## src/rtl/trace_pkg.sv

```systemverilog
// -----------------------------------------------------------------------------
// trace_pkg
// Shared constants and entry layout for the a0 trace buffer.
//   TRACE_WIDTH    : default width of the traced a0 value
//   TRACE_DEPTH    : default FIFO depth (power of two, >= 2)
//   TRACE_TS_WIDTH : default timestamp width
//   trace_entry_t  : one FIFO entry {data, ts}; the ts field exists only when
//                    A0_TRACE_TIMESTAMP_EN is defined.
// -----------------------------------------------------------------------------
package trace_pkg;

   localparam int unsigned TRACE_WIDTH    = 32;
   localparam int unsigned TRACE_DEPTH    = 16;
   localparam int unsigned TRACE_TS_WIDTH = 16;

   typedef struct packed {
      logic [TRACE_WIDTH-1:0]    data;
`ifdef A0_TRACE_TIMESTAMP_EN
      logic [TRACE_TS_WIDTH-1:0] ts;
`endif
   } trace_entry_t;

endpackage : trace_pkg

```

## src/rtl/trace_fifo.sv

```systemverilog
// -----------------------------------------------------------------------------
// trace_fifo
// Synchronous show-ahead FIFO with synchronous clear. Pointers carry one extra
// wrap bit so full and empty are distinguishable; count is their difference.
//   clk, rst     : clock, asynchronous active-high reset
//   clr          : synchronous clear, wins over push/pop
//   push_i       : write request; accepted when not full or when popping
//   pop_i        : read request; ignored when empty
//   wdata_i      : entry to write
//   rdata_o      : head entry, zero when empty
//   count_o      : entries held, 0..DEPTH
//   full_o       : count_o == DEPTH
//   empty_o      : count_o == 0
// -----------------------------------------------------------------------------
module trace_fifo
   import trace_pkg::*;
#(
   parameter int unsigned DATA_W = TRACE_WIDTH,
   parameter int unsigned DEPTH  = TRACE_DEPTH
) (
   input  logic                       clk,
   input  logic                       rst,
   input  logic                       clr,
   input  logic                       push_i,
   input  logic                       pop_i,
   input  logic [DATA_W-1:0]          wdata_i,
   output logic [DATA_W-1:0]          rdata_o,
   output logic [$clog2(DEPTH):0]     count_o,
   output logic                       full_o,
   output logic                       empty_o
);

   localparam int unsigned AW = $clog2(DEPTH);
   localparam int unsigned PW = AW + 1;

   logic [PW-1:0]     wr_ptr_q, wr_ptr_d;
   logic [PW-1:0]     rd_ptr_q, rd_ptr_d;
   logic [DATA_W-1:0] mem_q [DEPTH];

   logic [PW-1:0]     count_c;
   logic              pop_ok_c;
   logic              push_ok_c;

   // Occupancy and handshake qualification
   assign count_c   = wr_ptr_q - rd_ptr_q;
   assign full_o    = (count_c == PW'(DEPTH));
   assign empty_o   = (count_c == '0);
   assign count_o   = count_c;
   assign pop_ok_c  = pop_i && !empty_o;
   // A full FIFO still accepts a push when the head leaves in the same cycle
   assign push_ok_c = push_i && (!full_o || pop_ok_c);

   // Pointer next-state
   always_comb begin
      wr_ptr_d = wr_ptr_q;
      rd_ptr_d = rd_ptr_q;
      if (clr) begin
         wr_ptr_d = '0;
         rd_ptr_d = '0;
      end else begin
         if (push_ok_c) wr_ptr_d = wr_ptr_q + PW'(1);
         if (pop_ok_c)  rd_ptr_d = rd_ptr_q + PW'(1);
      end
   end

   // Pointer registers
   always_ff @(posedge clk or posedge rst) begin
      if (rst) begin
         wr_ptr_q <= '0;
         rd_ptr_q <= '0;
      end else begin
         wr_ptr_q <= wr_ptr_d;
         rd_ptr_q <= rd_ptr_d;
      end
   end

   // Storage; contents are don't-care outside [rd, wr) so no reset is needed
   always_ff @(posedge clk) begin
      if (push_ok_c && !clr) begin
         mem_q[wr_ptr_q[AW-1:0]] <= wdata_i;
      end
   end

   // Show-ahead head, masked to zero when nothing is held
   assign rdata_o = empty_o ? '0 : mem_q[rd_ptr_q[AW-1:0]];

endmodule : trace_fifo

```

## src/rtl/a0_trace_buffer.sv

```systemverilog
// -----------------------------------------------------------------------------
// a0_trace_buffer
// Records every change of the CPU a0 register (optionally with a cycle
// timestamp) into a show-ahead FIFO drained through a valid/ready port.
// Build option: A0_TRACE_TIMESTAMP_EN adds the free-running timestamp counter
// and per-entry timestamp storage; without it out_ts is tied to zero.
//   clk, rst   : clock, asynchronous active-high reset
//   en         : capture enable (prev/primed frozen while low)
//   clr        : synchronous clear of FIFO, overflow, primed and timestamp
//   a0_i       : traced a0 value
//   out_valid  : head entry available
//   out_ready  : consumer accepts head
//   out_data   : head value (0 when empty)
//   out_ts     : head timestamp (0 when empty or timestamps disabled)
//   count      : entries held, 0..DEPTH
//   overflow   : sticky, set when a change was dropped on a full FIFO
// -----------------------------------------------------------------------------
module a0_trace_buffer
   import trace_pkg::*;
#(
   parameter int unsigned WIDTH    = TRACE_WIDTH,
   parameter int unsigned DEPTH    = TRACE_DEPTH,
   parameter int unsigned TS_WIDTH = TRACE_TS_WIDTH
) (
   input  logic                    clk,
   input  logic                    rst,
   input  logic                    en,
   input  logic                    clr,
   input  logic [WIDTH-1:0]        a0_i,
   output logic                    out_valid,
   input  logic                    out_ready,
   output logic [WIDTH-1:0]        out_data,
   output logic [TS_WIDTH-1:0]     out_ts,
   output logic [$clog2(DEPTH):0]  count,
   output logic                    overflow
);

`ifdef A0_TRACE_TIMESTAMP_EN
   localparam int unsigned ENTRY_W = WIDTH + TS_WIDTH;
`else
   localparam int unsigned ENTRY_W = WIDTH;
`endif

   logic [WIDTH-1:0]   prev_q, prev_d;
   logic               primed_q, primed_d;
   logic               overflow_q, overflow_d;

   logic               capture_c;
   logic               pop_c;
   logic               fifo_full;
   logic               fifo_empty;
   logic [ENTRY_W-1:0] push_entry;
   logic [ENTRY_W-1:0] head_entry;

   // Change detection: the first enabled cycle after reset/clear always logs
   assign capture_c = en && (!primed_q || (a0_i != prev_q));
   assign pop_c     = out_ready && !fifo_empty;

   // Change-detector and overflow next-state
   always_comb begin
      prev_d     = prev_q;
      primed_d   = primed_q;
      overflow_d = overflow_q;
      if (clr) begin
         primed_d   = 1'b0;
         overflow_d = 1'b0;
      end else if (capture_c) begin
         // prev advances even on a dropped push so the value is not re-logged
         prev_d   = a0_i;
         primed_d = 1'b1;
         if (fifo_full && !pop_c) overflow_d = 1'b1;
      end
   end

   always_ff @(posedge clk or posedge rst) begin
      if (rst) begin
         prev_q     <= '0;
         primed_q   <= 1'b0;
         overflow_q <= 1'b0;
      end else begin
         prev_q     <= prev_d;
         primed_q   <= primed_d;
         overflow_q <= overflow_d;
      end
   end

`ifdef A0_TRACE_TIMESTAMP_EN
   logic [TS_WIDTH-1:0] ts_cnt_q, ts_cnt_d;

   // Free-running timestamp, wraps silently
   always_comb begin
      ts_cnt_d = ts_cnt_q + TS_WIDTH'(1);
      if (clr) ts_cnt_d = '0;
   end

   always_ff @(posedge clk or posedge rst) begin
      if (rst) ts_cnt_q <= '0;
      else     ts_cnt_q <= ts_cnt_d;
   end

   assign push_entry = {a0_i, ts_cnt_q};
   assign out_data   = head_entry[ENTRY_W-1 -: WIDTH];
   assign out_ts     = head_entry[TS_WIDTH-1:0];
`else
   assign push_entry = a0_i;
   assign out_data   = head_entry;
   assign out_ts     = '0;
`endif

   trace_fifo #(
      .DATA_W (ENTRY_W),
      .DEPTH  (DEPTH)
   ) u_fifo (
      .clk     (clk),
      .rst     (rst),
      .clr     (clr),
      .push_i  (capture_c),
      .pop_i   (out_ready),
      .wdata_i (push_entry),
      .rdata_o (head_entry),
      .count_o (count),
      .full_o  (fifo_full),
      .empty_o (fifo_empty)
   );

   assign out_valid = !fifo_empty;
   assign overflow  = overflow_q;

endmodule : a0_trace_buffer

```

## config.mk

```make
export PLATFORM = sky130hd
export DESIGN_NAME = a0_trace_buffer
export DESIGN_NICKNAME = d
export VERILOG_FILES = /design/src/rtl/trace_pkg.sv /design/src/rtl/trace_fifo.sv /design/src/rtl/a0_trace_buffer.sv
export SDC_FILE = /design/constraint.sdc
export NUM_CORES = 1
export LEC_CHECK = 0
export CORE_MARGIN = 8
export CORE_UTILIZATION = 55
export CTS_CLUSTER_SIZE = 14
export DETAILED_ROUTE_END_ITERATION = 8
export GPL_TIMING_DRIVEN = 0
export PLACE_DENSITY = 0.73
export REMOVE_ABC_BUFFERS = 1
export SYNTH_ARGS = -nofsm -noshare
export SYNTH_HDL_FRONTEND = slang
export SYNTH_SLANG_ARGS = --single-unit
```

## constraint.sdc

```tcl
create_clock -name clk -period 19.1 [get_ports clk]
set_clock_uncertainty 0.15 [all_clocks]
set_input_delay 2.865 -clock clk [delete_from_list [all_inputs] [get_ports clk]]
set_output_delay 2.865 -clock clk [all_outputs]
set_load 0.02 [all_outputs]
```

==> results of run 1 <==
[stage by stage]
step | util [%] | worst slack (ps) | cells
2_1_floorplan | - | 7890 | 954
3_3_place_gp | 58.6 | 1130 | 1554
3_5_place_dp | 61.5 | 11760 | 1656
4_1_cts | 66.0 | 11250 | 1756
5_1_grt | 66.0 | 11090 | 1756
6_report | 66.0 | 11360 | 1756
[cells in the final DEF, fill, tap and decap left out, drive strengths merged, types with 9 or more instances in the layout]
| master | instances |
|---|---|
| buf | 102 |
| clkbuf | 73 |
| clkdlybuf4s50 | 75 |
| clkinv | 18 |
| conb | 16 |
| dfrtp | 44 |
| edfxtp | 512 |
| ha | 9 |
| inv | 14 |
| mux2 | 37 |
| mux4 | 160 |
| nor2 | 13 |
| nor2b | 35 |
| nor4 | 22 |
| xor2 | 31 |
[cell families after synthesis]
group | after synthesis | share of synthesized area (%)
DFF | 556 | 74.3
muxes | 198 | 18.2
and+or+nand+nor | 109 | 3.06
buffers and inverters | 79 | 1.85
xor gates and xnor gates | 36 | 1.42
AOI/OAI and AO/OA | 16 | 0.548
adders and majority gates | 10 | 0.598
other | 1 | 0.0169
[final cells by class]
cell class | count | share of cell area, %
clock buffers | 73 | 5.81
clock inverters | 27 | 0.992
well taps | 525 | 2.50
multi-input cells | 385 | 20.7
inverters | 13 | 0.196
repair buffers | 177 | 6.91
flip-flops and latches | 556 | 62.8
[power by group through the flow]
stage / clock [mW] / combinational [mW] / sequential (mW)
final: 1.06 / 0.771 / 1.38
after global routing: 1.12 / 0.822 / 1.39
after CTS: 1.08 / 0.787 / 1.38
after detailed placement: 0 / 0.780 / 1.41
after global placement: 0 / 0.745 / 1.50
after floorplan: 0 / 0.482 / 1.46
[sequential cells by signal, summed over array words and instances (netlist names)]
register / count
overflow: 1
prev_q: 32
primed_q: 1
u_fifo.mem_q: 512
u_fifo.rd_ptr_q: 5
u_fifo.wr_ptr_q: 5
[synthesized netlist by cell type (12+ instances only)]
cell type / n
mux2_2: 30
nor4_1: 22
edfxtp_1: 512
inv_1: 12
mux4_2: 160
clkbuf_1: 18
buf_2: 16
nor2b_1: 35
dfrtp_1: 44
nor2_1: 13
xor2_1: 31
buf_4: 17
[routing by layer]
metal  global-route usage (%)  up-vias  part of all wire (%)  wire length, um
li1                         -     4505                     -                -
met1                     29.8     5691                    42            20200
met2                     31.8      490                    48            22800
met3                     3.81       80                   7.7             3680
met4                     5.75        2                   2.0              958
met5                        0        -                 0.027               13
[how the worst min path moves through the flow]
stage / from / end / slack, ps / cells after the start
after floorplan: prev_q[20] / prev_q[20] / 330 / 1
after global placement: overflow / overflow / 340 / 2
after detailed placement: overflow / overflow / 350 / 2
after CTS: overflow / overflow / 370 / 2
after global routing: prev_q[15] / prev_q[15] / 390 / 1
final: overflow / overflow / 370 / 2
[worst reg2reg max path, cell delays in order (launching register included)]
cell      delay [ps]
dfrtp_4          710
buf_16           310
ha_1             230
inv_1             50
fa_1             390
a21o_1           210
a21oi_1          170
xor2_1           330
a211oi_4         120
or2_1            560
nor4_2           980
buf_6            250
buf_4            190
buf_6            170
buf_4            180
==> results.toml, run 1 <==
[timing]
relSlewSlack_pct = 28.6
slew_violations = 0
rsz0062_at_grt = "false"
fin_setup_tns_ps = 0
fin_crit_ps = 7740
setup_viol = 0
fmax_mhz = 129
holdWs_ps = 369
min_period_over_period_pct = 40.5
hold_viol_final = 0
worstMarginPinSlew_ps = 1060

[power]
peakVddDrop_mv = 0.186
pwr-share-comb_pct = 24.0
p_switching_uw = 835
p_seq_share_pct = 43.0
cellPowerDensity_nw_per_um2 = 123
swShare_pct = 25.9
p_int_mw = 2.38
p_leak_nw = 8.51
finalPower_mw = 3.22
clockPowerShare_pct = 33.0

[clocking]
cts_buffers = 54
cts.htree.levels = 2
hold_buffers = 0
cts_tree = "done"
clk_pin_slew_ps = 60
cts_root_buffer = "clkbuf_16"
post_cts_resize_count = 0
cts_buffer_depth = 3
clock_sinks = 556
cts_setup_buffers = 0
worstSkewPairLatency_ps = 590

[floorplanning]
coreArea_um2 = 39700
start_util_pct = 55.8
boundaryPins = 92
die_w_um = 217
dieArea_um2 = 47000
num_rows = 73
dieHeight_um = 217

[critical_path]
crit_end = "out_data[19]"
worstSetupPathType = "reg -> out"
critPathSlowestCell = "dfrtp_4"
crit_top_cell = "buf_16"
crit_path_end_kind = "output pin"
worst-path-stages = 11
cp_max_fo = 32
crit_start = "u_fifo.rd_ptr_q[0]"
cp.arrival_ps = 4730
ff2ff_setup_slack_ps = 13790
r2r_cells = 14
slowest_delay_ps = 710
timing.rr.end = "u_fifo.mem_q[8][3]"
path_buf_inv = 4
crit_chain = "buf_16 > ha_1 > inv_1 > fa_1 > xor2_1 > nor3_2 > or4b_4 > a21oi_4 > buf_16 > nor2b_1 > clkdlybuf4s50_1"
startpoint_type = "flip-flop"
worst_ep_required_time_ps = 16090
crit_family = "buffers and inverters"
rr_startpoint = "u_fifo.rd_ptr_q[0]"

[logic_synthesis]
synth-seq-cells = 556
synth_edf_count = 512
yosysUniqueCellTypes = 47
synth_cells = 1005
post_synth.cell_area_avg_um2 = 22.1
synth_area_leaders = "edfxtp_1, mux4_2, dfrtp_1"
yosys_warnings = 0
synthDominantCellAreaShare_pct = 69.4
synthesis.area_um2 = 22200
ys_seq_area_share_pct = 74.3
synth_flop_cell = "edfxtp_1"
async_reset_ff_share_pct = 7.91
yosys.area.top_type = "edfxtp_1"

[global_routing]
grt_pass1_wl_um = 71700
grt_max_degree = 61
antenna_found_initial = 1
grt_pass1_vias = 11300
grtUsageTotal_pct = 20.4
overflow = 0

[status]
status = "completed"

[layout]
nNetsFinal = 1234
syn_to_final_growth_pct = 18.3
n_antenna_cell = 0
finish.instance_area_um2 = 26200
multi_input_area_um2 = 5440
seq_area_um2 = 16500
drive_above_1_share_pct = 32.6
num-fill-cells = 2515

[drt]
drtIter0Drc = 1127
drc = 0
drt_first_pass_iters = 5
drt-total-wl_um = 47600
dr_total_vias = 10800
wl_per_cell_um = 27.1
vias_per_cell = 6.13
postRouteAntennaNets = 0

[place]
gp_congestion = 0.716
port_buffers = 75
hpwlAfterDp_um = 31000
placed_area_um2 = 24400

[min_path]
hold_path_class = "reg -> reg"

[flow_run]
drv_cap = 0
(Power assumes the default switching activity.)
==> run 2: changes to the inputs <==
--- a/config.mk
+++ b/config.mk
@@ -10,7 +10,7 @@
 export CTS_CLUSTER_SIZE = 14
 export DETAILED_ROUTE_END_ITERATION = 8
 export GPL_TIMING_DRIVEN = 0
-export PLACE_DENSITY = 0.73
+export PLACE_DENSITY = 0.76
 export REMOVE_ABC_BUFFERS = 1
 export SYNTH_ARGS = -nofsm -noshare
 export SYNTH_HDL_FRONTEND = slang
==> constraint.sdc (replaced) <==
create_clock -name clk -period 6.95 [get_ports clk]
set_clock_uncertainty 0.15 [all_clocks]
set_input_delay 1.0425 -clock clk [delete_from_list [all_inputs] [get_ports clk]]
set_output_delay 1.0425 -clock clk [all_outputs]
set_load 0.02 [all_outputs]
==> results.toml, run 2 (synthesis results as in run 1) <==
[timing]
fin_crit_ps = 5720
worstMarginPinSlew_ps = 1110
worst_slack_ps = 1230
min_period_over_period_pct = 82.4
fmax_mhz = 175
rsz0062_at_grt = "false"
setup_viol = 0
hold_viol_final = 0
slew_violations = 0
relSlewSlack_pct = 25.1

[critical_path]
crit_path_end_kind = "output pin"
crit_family = "buffers and inverters"
crit_chain = "ha_1 > inv_1 > fa_1 > xor2_1 > nor3_2 > or4b_4 > a21oi_4 > buf_16 > nor2b_1 > clkdlybuf4s50_1"
rr_startpoint = "u_fifo.rd_ptr_q[0]"
critPathSlowestCell = "dfrtp_4"
path_buf_inv = 3
timing.rr.end = "u_fifo.mem_q[3][10]"
cp_max_fo = 30
ff2ff_setup_slack_ps = 1930
startpoint_type = "flip-flop"
r2r_cells = 13
slowest_delay_ps = 830
worstSetupPathType = "reg -> out"
worst_ep_required_time_ps = 5760
cp.arrival_ps = 4530

[layout]
largest_reg_flops = 512
num-fill-cells = 2495
stdcell_count = 1756
n_antenna_cell = 0
final_common_cell = "edfxtp_1"
drive_above_1_share_pct = 32.3
syn_to_final_growth_pct = 17.8
final_cell_mix = "edfxtp_1, mux4_2, clkdlybuf4s50_1"
nNetsFinal = 1232

[power]
peakVddDrop_mv = 0.416
cellPowerDensity_nw_per_um2 = 332
p_leak_nw = 8.46

[min_path]
holdPathEnd = "overflow"
hold_path_class = "reg -> reg"
hold_depth = 2
hold_start = "overflow"

[floorplanning]
dieHeight_um = 217
die_w_um = 217
boundaryPins = 92
dieArea_um2 = 47000
start_util_pct = 55.8
coreArea_um2 = 39700
num_rows = 73

[clocking]
clock_sinks = 556
cts_buffers = 55
cts_buffer_depth = 3
worstSkewPairLatency_ps = 570
cts.htree.levels = 2
clk_pin_slew_ps = 60
cts_tree = "done"
cts_root_buffer = "clkbuf_16"
post_cts_resize_count = 0
hold_buffers = 0
cts_setup_buffers = 0

[drt]
drt-total-wl_um = 47800
wl_per_cell_um = 27.2
vias_per_cell = 6.10
drt_first_pass_iters = 7
drc = 0
drtIter0Drc = 1073
postRouteAntennaNets = 0
dr_total_vias = 10700

[flow_run]
drv_cap = 0

[place]
hpwlAfterDp_um = 31100
placed_cells = 1653
port_buffers = 75
gp_congestion = 0.728
place_ws_ps = 1350

[global_routing]
antenna_found_initial = 1
grt_pass1_wl_um = 71900
overflow = 0
grt_pass1_vias = 11300
grt_max_degree = 62
grtUsageTotal_pct = 20.4

[status]
status = "completed"
## run 2: worst register-to-register path: stages, from the launching register on
cell	delay, ps
dfrtp_4	830
ha_1	290
inv_1	60
fa_1	390
a21o_1	200
a21oi_1	160
xor2_1	320
a211oi_4	120
or2_1	560
nor4_2	820
buf_4	290
buf_4	180
buf_4	200
buf_4	170
## run 2: final cells by class
cell class	instances	area (um^2)	share of cell area, %
flip-flops and latches	556	16500	63.1
clock inverters	30	189	0.723
well taps	525	657	2.52
repair buffers	174	1770	6.78
clock buffers	73	1530	5.84
multi-input cells	385	5440	20.8
inverters	13	51.3	0.196
## run 2: worst max path at each step
stage / startpoint / end / cells past startpoint
2_1_floorplan: u_fifo.rd_ptr_q[0] / u_fifo.mem_q[4][0] / 9
3_3_place_gp: u_fifo.rd_ptr_q[0] / u_fifo.mem_q[4][25] / 9
3_5_place_dp: a0_i[16] / u_fifo.mem_q[3][12] / 11
4_1_cts: u_fifo.rd_ptr_q[0] / out_data[2] / 10
5_1_grt: u_fifo.rd_ptr_q[0] / out_data[12] / 11
6_report: u_fifo.rd_ptr_q[0] / out_data[12] / 10
## run 2: report_power, final
group,total (mW),switching [mW],internal [mW]
combinational,2.08,0.991,1.09
sequential,3.81,0.0855,3.73
clock,2.78,1.21,1.58
## run 2: metrics by stage
stage	hold slack (ps)	instance area [um^2]	TNS, ps	power [mW]	utilization [%]
finish	371	26100	0	8.68	65.7
global route	386	26100	0	9.00	65.7
CTS	371	26100	0	8.76	65.7
detailed placement	349	24400	0	6.00	61.4
global placement	343	23300	-5331190	6.15	58.6
floorplan	335	21900	-2041620	5.33	-
## run 2: routing by layer
layer / share of wire [%] / track usage, % / vias up
met1: 41 / 28.1 / 5714
li1: - / - / 4501
met4: 2.0 / 5.00 / 2
met2: 50 / 33.9 / 428
met3: 6.9 / 3.72 / 73
met5: 0.027 / 0 / -
==> run 3: changes to the inputs <==
==> constraint.sdc (replaced) <==
create_clock -name clk -period 5.24 [get_ports clk]
set_clock_uncertainty 0.15 [all_clocks]
set_input_delay 0.786 -clock clk [delete_from_list [all_inputs] [get_ports clk]]
set_output_delay 0.786 -clock clk [all_outputs]
set_load 0.02 [all_outputs]
==> results.toml, run 3 (synthesis results as in run 1) <==
[drt]
postRouteAntennaNets = 0
drt_first_pass_iters = 5
dr_total_vias = 10800
wl_per_cell_um = 27.6
wl_met2_um = 24400
drtIter0Drc = 1139
route.met3.wl_um = 3340
wl_met1_um = 19800
drt-total-wl_um = 48500
drc = 0
dr.max_layer_used = "met4"
vias_per_cell = 6.16

[layout]
syn_to_final_growth_pct = 18.2
finish.utilization_pct = 66.0
drive_above_1_share_pct = 32.5
n_antenna_cell = 0
num-fill-cells = 2477
nNetsFinal = 1235
largest_reg_flops = 512
final_cell_mix = "edfxtp_1, mux4_2, clkdlybuf4s50_1"
finish.instance_area_um2 = 26200
final_common_cell = "edfxtp_1"

[critical_path]
cp_max_fo = 59
crit_chain = "buf_16 > inv_1 > ha_1 > nor2b_1 > o21a_1 > o211ai_1 > a211oi_4 > or2_1 > nor4b_2 > buf_4 > buf_4 > buf_6"
worst_ep_required_time_ps = 5370
crit_path_end_kind = "flip-flop"
startpoint_type = "flip-flop"
path_buf_inv = 5
crit_top_cell = "buf_4"
crit_family = "simple AND/OR/NAND/NOR gates"
cp.arrival_ps = 5340
critPathSlowestCell = "nor4b_2"
worstSetupPathType = "reg -> reg"
slowest_delay_ps = 950

[place]
port_buffers = 75
place_ws_ps = -108
gp_congestion = 0.728
placed_area_um2 = 24400
hpwlAfterDp_um = 31100

[floorplanning]
dieHeight_um = 217
dieArea_um2 = 47000
num_rows = 73
die_w_um = 217
coreArea_um2 = 39700
start_util_pct = 55.8
boundaryPins = 92

[clocking]
cts_buffers = 55
worstSkewPairLatency_ps = 580
cts_tree = "done"
clock_sinks = 556
cts.htree.levels = 2
cts_buffer_depth = 3
clk_pin_slew_ps = 60
cts_root_buffer = "clkbuf_16"

[timing]
worst_slack_ps = 23.5
slew_violations = 0
hold_viol_final = 0
min_period_over_period_pct = 99.6
fin_crit_ps = 5220
relSlewSlack_pct = 22.8
setup_viol = 0
rsz0062_at_grt = "true"
fmax_mhz = 192
worstMarginPinSlew_ps = 1150

[power]
peakVddDrop_mv = 0.585
cellPowerDensity_nw_per_um2 = 444
finalPower_mw = 11.6
p_leak_nw = 8.49

[status]
status = "completed"

[global_routing]
grtUsageTotal_pct = 20.6
antenna_found_initial = 0
grt_pass1_wl_um = 72700
grt_pass1_vias = 11500
grt_max_degree = 62
overflow = 0

[min_path]
hold_path_class = "reg -> reg"

[flow_run]
drv_cap = 0
## run 3: cell types whose count changed in the layout (fill, tap and decap cells not counted), sizes merged
cell and delta:
buf +2, a21oi +1
## run 3: report_power, final
group / internal, mW / total, mW / leakage [nW] / switching (mW)
clock: 2.09 / 3.70 / 0.847 / 1.60
combinational: 1.50 / 2.88 / 2.49 / 1.38
sequential: 4.95 / 5.04 / 5.15 / 0.0981
## run 3: timing repair
action	CTS	global route
buffers inserted	2	0
setup endpoints to repair	33	32
cloned	1	0
pin swaps	1	0
gates resized for setup	0	4
hold buffers	0	0
endpoints found under the hold margin	0	0
## run 3: worst paths after layout
path | slack, ps | depth (start not counted) | startpoint | end
max | 20 | 12 | u_fifo.rd_ptr_q[1] | u_fifo.mem_q[4][3]
min | 370 | 2 | overflow | overflow
max reg2reg | 20 | 12 | u_fifo.rd_ptr_q[1] | u_fifo.mem_q[4][3]
min reg2reg | 370 | 2 | overflow | overflow
max in group asynchronous | 3900 | 3 | rst | u_fifo.rd_ptr_q[1]
min in group asynchronous | 500 | 2 | rst | prev_q[4]
## run 3: layout make-up
cell class / instances / area, um^2 / share of cell area [%]
clock inverters: 30 / 189 / 0.721
multi-input cells: 386 / 5480 / 20.9
inverters: 13 / 51.3 / 0.196
flip-flops and latches: 556 / 16500 / 62.9
well taps: 525 / 657 / 2.51
repair buffers: 176 / 1820 / 6.94
clock buffers: 73 / 1530 / 5.82
## run 3: worst register-to-register path, stage by stage, from the launching register on
cell and delay, ps:
dfrtp_4 600, buf_16 330, inv_1 160, ha_1 300
nor2b_1 130, o21a_1 190, o211ai_1 610, a211oi_4 210
or2_1 600, nor4b_2 960, buf_4 320, buf_4 210
buf_6 160
## run 3: per-layer routing
layer	track usage [%]	vias up
li1	-	4514
met1	28.3	5785
met2	34.5	463
met3	3.63	78
met4	4.98	0
met5	0	-
## run 3: stage by stage
stage | setup TNS [ps] | cells | hold slack (ps)
CTS | 0 | 1759 | 371
finish | 0 | 1759 | 371
floorplan | -2991160 | 954 | 335
global route | -3160 | 1759 | 386
global placement | -6280750 | 1554 | 343
detailed placement | -432 | 1653 | 349
